===== src/rtl/id_stage.sv =====
`default_nettype none
// id_stage: decode stage between fetch and execute, with a RAW-hazard stall against execute.
// Optional macro ID_BYPASS_EN replaces the stall with forwarding of es_fwd_value.
module id_stage #(
  parameter int PCW = 8,
  parameter int DW  = 8,
  parameter int RAW = 2,
  parameter int OPW = 4,
  parameter int OHN = 4
) (
  input  logic                           clk,
  input  logic                           resetn,
  input  logic                           flush,
  input  logic                           fs_to_ds_valid,
  input  logic [PCW+OPW+2*RAW-1:0]       fs_to_ds_bus,
  output logic                           ds_allowin,
  output logic [RAW-1:0]                 rx,
  output logic [RAW-1:0]                 ry,
  input  logic [DW-1:0]                  rx_value,
  input  logic [DW-1:0]                  ry_value,
  input  logic                           es_dest_valid,
  input  logic [RAW-1:0]                 es_dest,
  input  logic [DW-1:0]                  es_fwd_value,
  input  logic                           es_allowin,
  output logic                           ds_to_es_valid,
  output logic [PCW+2*DW+OHN+RAW:0]      ds_to_es_bus
);

  localparam int FBW = PCW + OPW + 2*RAW;

  logic           ds_valid_q, ds_valid_d;
  logic [FBW-1:0] ds_inst_q, ds_inst_d;
  logic [7:0]     stall_cnt_q, stall_cnt_d;

  logic [PCW-1:0] pc;
  logic [OPW-1:0] op;
  logic [OHN-1:0] op_onehot;
  logic           ill;
  logic [DW-1:0]  rx_val, ry_val;
  logic           hz, ds_ready_go, load, handoff;

  // Fetch bus layout is {pc, op, ry, rx} with rx at the LSBs.
  assign rx = ds_inst_q[RAW-1:0];
  assign ry = ds_inst_q[2*RAW-1:RAW];
  assign op = ds_inst_q[2*RAW +: OPW];
  assign pc = ds_inst_q[2*RAW+OPW +: PCW];

  always_comb begin
    op_onehot = '0;
    for (int k = 1; k <= OHN; k++) begin
      if (op == OPW'(k)) op_onehot[OHN-k] = 1'b1;
    end
  end

  assign ill = ~|op_onehot;

`ifdef ID_BYPASS_EN
  assign hz     = 1'b0;
  assign rx_val = (es_dest_valid && es_dest == rx) ? es_fwd_value : rx_value;
  assign ry_val = (es_dest_valid && es_dest == ry) ? es_fwd_value : ry_value;
`else
  logic unused_fwd;
  assign unused_fwd = ^es_fwd_value;
  assign hz     = ds_valid_q && es_dest_valid && (es_dest == rx || es_dest == ry);
  assign rx_val = rx_value;
  assign ry_val = ry_value;
`endif

  assign ds_ready_go    = !hz;
  assign ds_allowin     = !ds_valid_q || (ds_ready_go && es_allowin);
  assign ds_to_es_valid = ds_valid_q && ds_ready_go && !flush;
  assign load           = fs_to_ds_valid && ds_allowin && !flush;
  assign handoff        = ds_to_es_valid && es_allowin;

  assign ds_to_es_bus = {ill, rx, op_onehot, ry_val, rx_val, pc};

  always_comb begin
    ds_valid_d  = ds_valid_q;
    ds_inst_d   = ds_inst_q;
    stall_cnt_d = stall_cnt_q;
    // Flush wins over both a new load and a hand-off.
    if (flush)        ds_valid_d = 1'b0;
    else if (load)    ds_valid_d = 1'b1;
    else if (handoff) ds_valid_d = 1'b0;
    if (load) ds_inst_d = fs_to_ds_bus;
    if (ds_valid_q && !ds_ready_go && stall_cnt_q != 8'hFF)
      stall_cnt_d = stall_cnt_q + 8'd1;
  end

  always_ff @(posedge clk or negedge resetn) begin
    if (!resetn) begin
      ds_valid_q  <= 1'b0;
      ds_inst_q   <= '0;
      stall_cnt_q <= '0;
    end else begin
      ds_valid_q  <= ds_valid_d;
      ds_inst_q   <= ds_inst_d;
      stall_cnt_q <= stall_cnt_d;
    end
  end

endmodule
`default_nettype wire


===== config.mk =====
export PLATFORM = sky130hd
export DESIGN_NAME = id_stage
export DESIGN_NICKNAME = d
export VERILOG_FILES = /design/src/rtl/id_stage.sv
export SDC_FILE = /design/constraint.sdc
export NUM_CORES = 1
export LEC_CHECK = 0
export ABC_AREA = 0
export CAP_MARGIN = 20
export CORE_ASPECT_RATIO = 0.75
export CORE_UTILIZATION = 33
export CTS_CLUSTER_SIZE = 14
export DETAILED_ROUTE_END_ITERATION = 7
export GPL_TIMING_DRIVEN = 0
export PLACE_DENSITY = 0.77
export SYNTH_ARGS = -nofsm -noshare
export SYNTH_HDL_FRONTEND = slang
export SYNTH_SLANG_ARGS = --single-unit

===== constraint.sdc =====
create_clock -name clk -period 1.75 [get_ports clk]
set_clock_uncertainty 0.05 [all_clocks]
set_input_delay 0.175 -clock clk [delete_from_list [all_inputs] [get_ports clk]]
set_output_delay 0.175 -clock clk [all_outputs]
set_load 0.05 [all_outputs]

## After elaboration in Yosys (flattened, before gate mapping)

Index checks and enable logic that the tools add are counted.

| cells by class | value |
|---|---|
| equal/unequal tests | 6 |
| muxes and demuxes | 7 |
| reduce and logical (&&, ||, !) cells | 16 |

Operator list:

| cell | number |
|---|---|
| $eq 4x2->1 const B | 2 |
| $logic_and 1x1->1 | 8 |
| $mux 1 | 7 |
| $eq 2x2->1 | 2 |
| $eq 4x1->1 const B | 1 |
| $eq 4x3->1 const B | 1 |
| $logic_not 1->1 | 4 |
| $reduce_or 4->1 | 1 |
| $reduce_bool 3->1 | 1 |
| $logic_or 1x1->1 | 2 |

| storage, ports and cells | value |
|---|---|
| register bits after elaboration | 17 |
| input port bits | 48 |
| output and inout bits | 37 |
| word-level logic and storage cells | 31 |

## Longest topological paths before layout

| logic depth | value |
|---|---|
| depth in word-level cells | 10 |
| depth in mapped cells | 5 |
| mapped depth without buffers | 4 |

## Least setup slack after synthesis

No wires, ideal clock.

| path | value |
|---|---|
| path type | reg2out |
| start | reg ds_inst_q[7] |
| end | out ds_to_es_bus[24] |
| arrival | 2084 ps |
| required time | 1525 ps |
| path slack | -559 ps |
| cell stages (with the launch flop) | 2 |
| buffers on the path | 0 |
| cells stage by stage | dfrtp_1 > nor4b_1 |

| on the way | value |
|---|---|
| word-level cells in the longest chain between the ends | 2 |

Ends and longest elaborated chain:

| element | line | RTL |
|---|---|---|
| start: declaration | 32 | `logic [FBW-1:0] ds_inst_q, ds_inst_d;` |
| start signal: assignment | 97 | `ds_inst_q <= ds_inst_d;` |
| $eq 4x3->1 | 51 | `if (op == OPW'(k)) op_onehot[OHN-k] = 1'b1;` |
| $mux 1 | 51 |  |
| end: declaration | 26 | `output logic [PCW+2*DW+OHN+RAW:0] ds_to_es_bus` |

No other way between the ends.

## Final worst setup path

| path | value |
|---|---|
| start | reg ds_inst_q[10] |
| end | out ds_to_es_bus[2] |

No word-level cell between the ends.

==> impl_metrics.ini <==
[status]
run_status = completed

[die]
core_um2 = 3000
ioPinCount = 85
initial_core_util = 0.352
die_x_um = 67.3
die_area_um2 = 3430
rows = 17
die_h_um = 51.0

[logic_synthesis]
ys_warn_count = 0
ys_ff_latch = 17
synth-xor-area-share = 0.0332
synth_fa_ha_area_frac = 0
synthMuxAreaShare = 0.206
ys_seq_area_frac = 0.403
synth_top_area_share = 0.403
synth_compound_area_frac = 0.0403
synthDistinctLibCells = 20
synth_area_leader_cell = dfrtp_1
synthTopCellsByArea = dfrtp_1 (40%), buf_4 (22%), mux2_4 (14%)
synth.avg_cell_area_um2 = 12.3
synth_top_family_by_area = buffers and inverters
synth_area_um2 = 1060
yosys.area_share.simple = 0.0829
syn_inst = 86
syn_nets = 134

[sta]
tightest_slew_ps = 781
rsz0062_at_grt = true
finalHoldViolCount = 0
finalSetupViolCount = 0
timing.hold.ws_ps = 332
max_freq_mhz = 582
final_max_slew_viol_count = 0
slew_headroom = 0.477
final.period_utilization = 0.981
period_needed_ps = 1720

[placed_design]
gp_congestion = 0.648
dpl_cell_area_um2 = 1720
dp.cells = 184
port-buffer-count = 60
place_hpwl_um = 1830

[power]
power_frac_comb = 0.556
vdd_drop_max_uv = 614
intPower_uw = 1130
leakagePower_uw = 0.000870
switching_share = 0.406
power_frac_seq = 0.291
switching_power_uw = 771
p_per_area_nw_per_um2 = 1040
clkPwrFrac = 0.154
total_power_uw = 1900

[global_routing]
grtUsageTotal = 0.144
grt_pass1_wl_um = 3720
grt_pass1_vias = 842
antenna_found_initial = 0
grt_max_degree = 18
grt-ovfl-total = 0

[finish]
diodes = 0
instances_no_fill = 193
final_common_cell = clkdlybuf4s50_1
final_cell_mix = clkdlybuf4s50_1 (42), buf_4 (36), dfrtp_1 (14)
drive_gt1_frac = 0.477
fin_area_um2 = 1830
fin_nets = 204
syn_to_final_growth_pct = 73.0

[route]
drcViolationCount = 0
viasPerCell = 4.33
routed_wl_um = 2330
vias = 836
postRouteAntennaNets = 0
drt_pass1_iterations = 3
wire_per_inst_um = 12.1
drt_iter0_markers = 12

[clock_network]
clock-root-buffer = clkbuf_8
ctsHoldBuffers = 0
cts_tree = done
clkTransAtPathRegs_ps = 70
clk_path_buf_depth = 2
cts_buffers = 3
cts.sink_count = 17
clock_latency_ps = 250
htreeDepth = 1

[setup_path]
path_cells = buf_4 -> clkdlybuf4s50_1
cp-start-kind = register
cp_data_arrival_time_ps = 1490
critPathKind = register to output pin
end_kind = output pin
cp_slowest_stage_delay_ps = 790
slowest_stage = clkdlybuf4s50_1
crit_fanout = 2
cp_data_required_time_ps = 1520

[run]
cap_violations = 0

[worst_hold_path]
hold_class = primary input to async pin
area by class of cell:
type                            count  area [um^2]
Fill cell                         230         1170
Timing Repair Buffer               66          651
Sequential cell                    17          429
Multi-Input combinational cell     36          414
Buffer                             31          236
Tap cell                           38         47.5
Clock buffer                        4         45.0
Inverter                            1         3.75
logic make-up (layout without fill, tap and decap cells):
logic type                count (synthesis)  in the layout
muxes                                    16             16
AOI/OAI and AO/OA                         4              4
DFF                                      17             17
buffers and inverters                    33            102
xor gates and xnor gates                  4              4
and+or+nand+nor                          12             12
per-layer routing:
metal / part of all wire / GRT usage / vias up / wire length, um
met4: 0 / 0.0284 / 0 / 0
li1: - / - / 397 / -
met2: 0.52 / 0.263 / 45 / 1210
met5: 0 / 0 / - / 0
met1: 0.39 / 0.160 / 394 / 903
met3: 0.090 / 0.0491 / 0 / 209
worst max-delay path: cells and delay by family (launching register included):
family / cells / cell delay [ps]
buffers and inverters: 2 / 900
flip-flops: 1 / 350
registers in the layout, summed over array words and instances (netlist names):
| register | count |
|---|---|
| ds_valid_q | 1 |
| ds_inst_q | 16 |
power by group through the flow:
| stage | clock (uW) | combinational (uW) | sequential (uW) |
|---|---|---|---|
| finish | 292 | 1060 | 553 |
| floorplan | 0 | 740 | 535 |
| global route | 322 | 1100 | 568 |
| CTS | 299 | 1040 | 551 |
| global placement | 0 | 1010 | 552 |
| detailed placement | 0 | 1030 | 558 |
path summary, 6_finish.rpt:
check / depth (start not counted) / slack, ps / endpoint / startpoint
worst min register to register: 1 / 460 / ds_inst_q[9] / ds_inst_q[9]
worst max-delay path: 2 / 30 / ds_to_es_bus[2] / ds_inst_q[10]
worst max register to register: 6 / 50 / ds_inst_q[6] / ds_inst_q[1]
worst min-delay path: 1 / 330 / ds_inst_q[14] / resetn
min in group clk: 1 / 460 / ds_inst_q[9] / ds_inst_q[9]
max in group asynchronous: 1 / 780 / ds_inst_q[1] / resetn
what timing repair did:
item / CTS / global route
gates resized for setup: 48 / 13
endpoints found under the setup margin: 23 / 9
pin swaps: 5 / 2
setup buffers: 2 / 4
hold endpoints to repair: 0 / 0
synth_stat cells:
| cell type | count |
|---|---|
| nor3b_2 | 1 |
| o21ai_4 | 1 |
| nor2_1 | 2 |
| nor3_1 | 1 |
| nor4bb_1 | 1 |
| inv_1 | 1 |
| a22oi_2 | 1 |
| or3b_2 | 1 |
| nor2b_1 | 1 |
| dfrtp_1 | 17 |
| xnor2_1 | 4 |
| buf_6 | 1 |
| o31a_1 | 1 |
| o21ai_0 | 1 |
| nand2_1 | 1 |
| nor4b_1 | 3 |
| mux2_2 | 6 |
| nor3b_1 | 1 |
| mux2_4 | 10 |
| buf_4 | 31 |
per-stage QoR:
stage          TNS, ps   util  worst slack [ps]
2_1_floorplan    -2110      -              -559
3_3_place_gp     -4530  0.573              -667
3_5_place_dp     -5140  0.573              -702
4_1_cts          -65.8  0.598             -65.8
5_1_grt          -41.6  0.609             -34.8
6_report             0  0.609              32.8
Note: power is estimated with default switching activity, not from simulation.
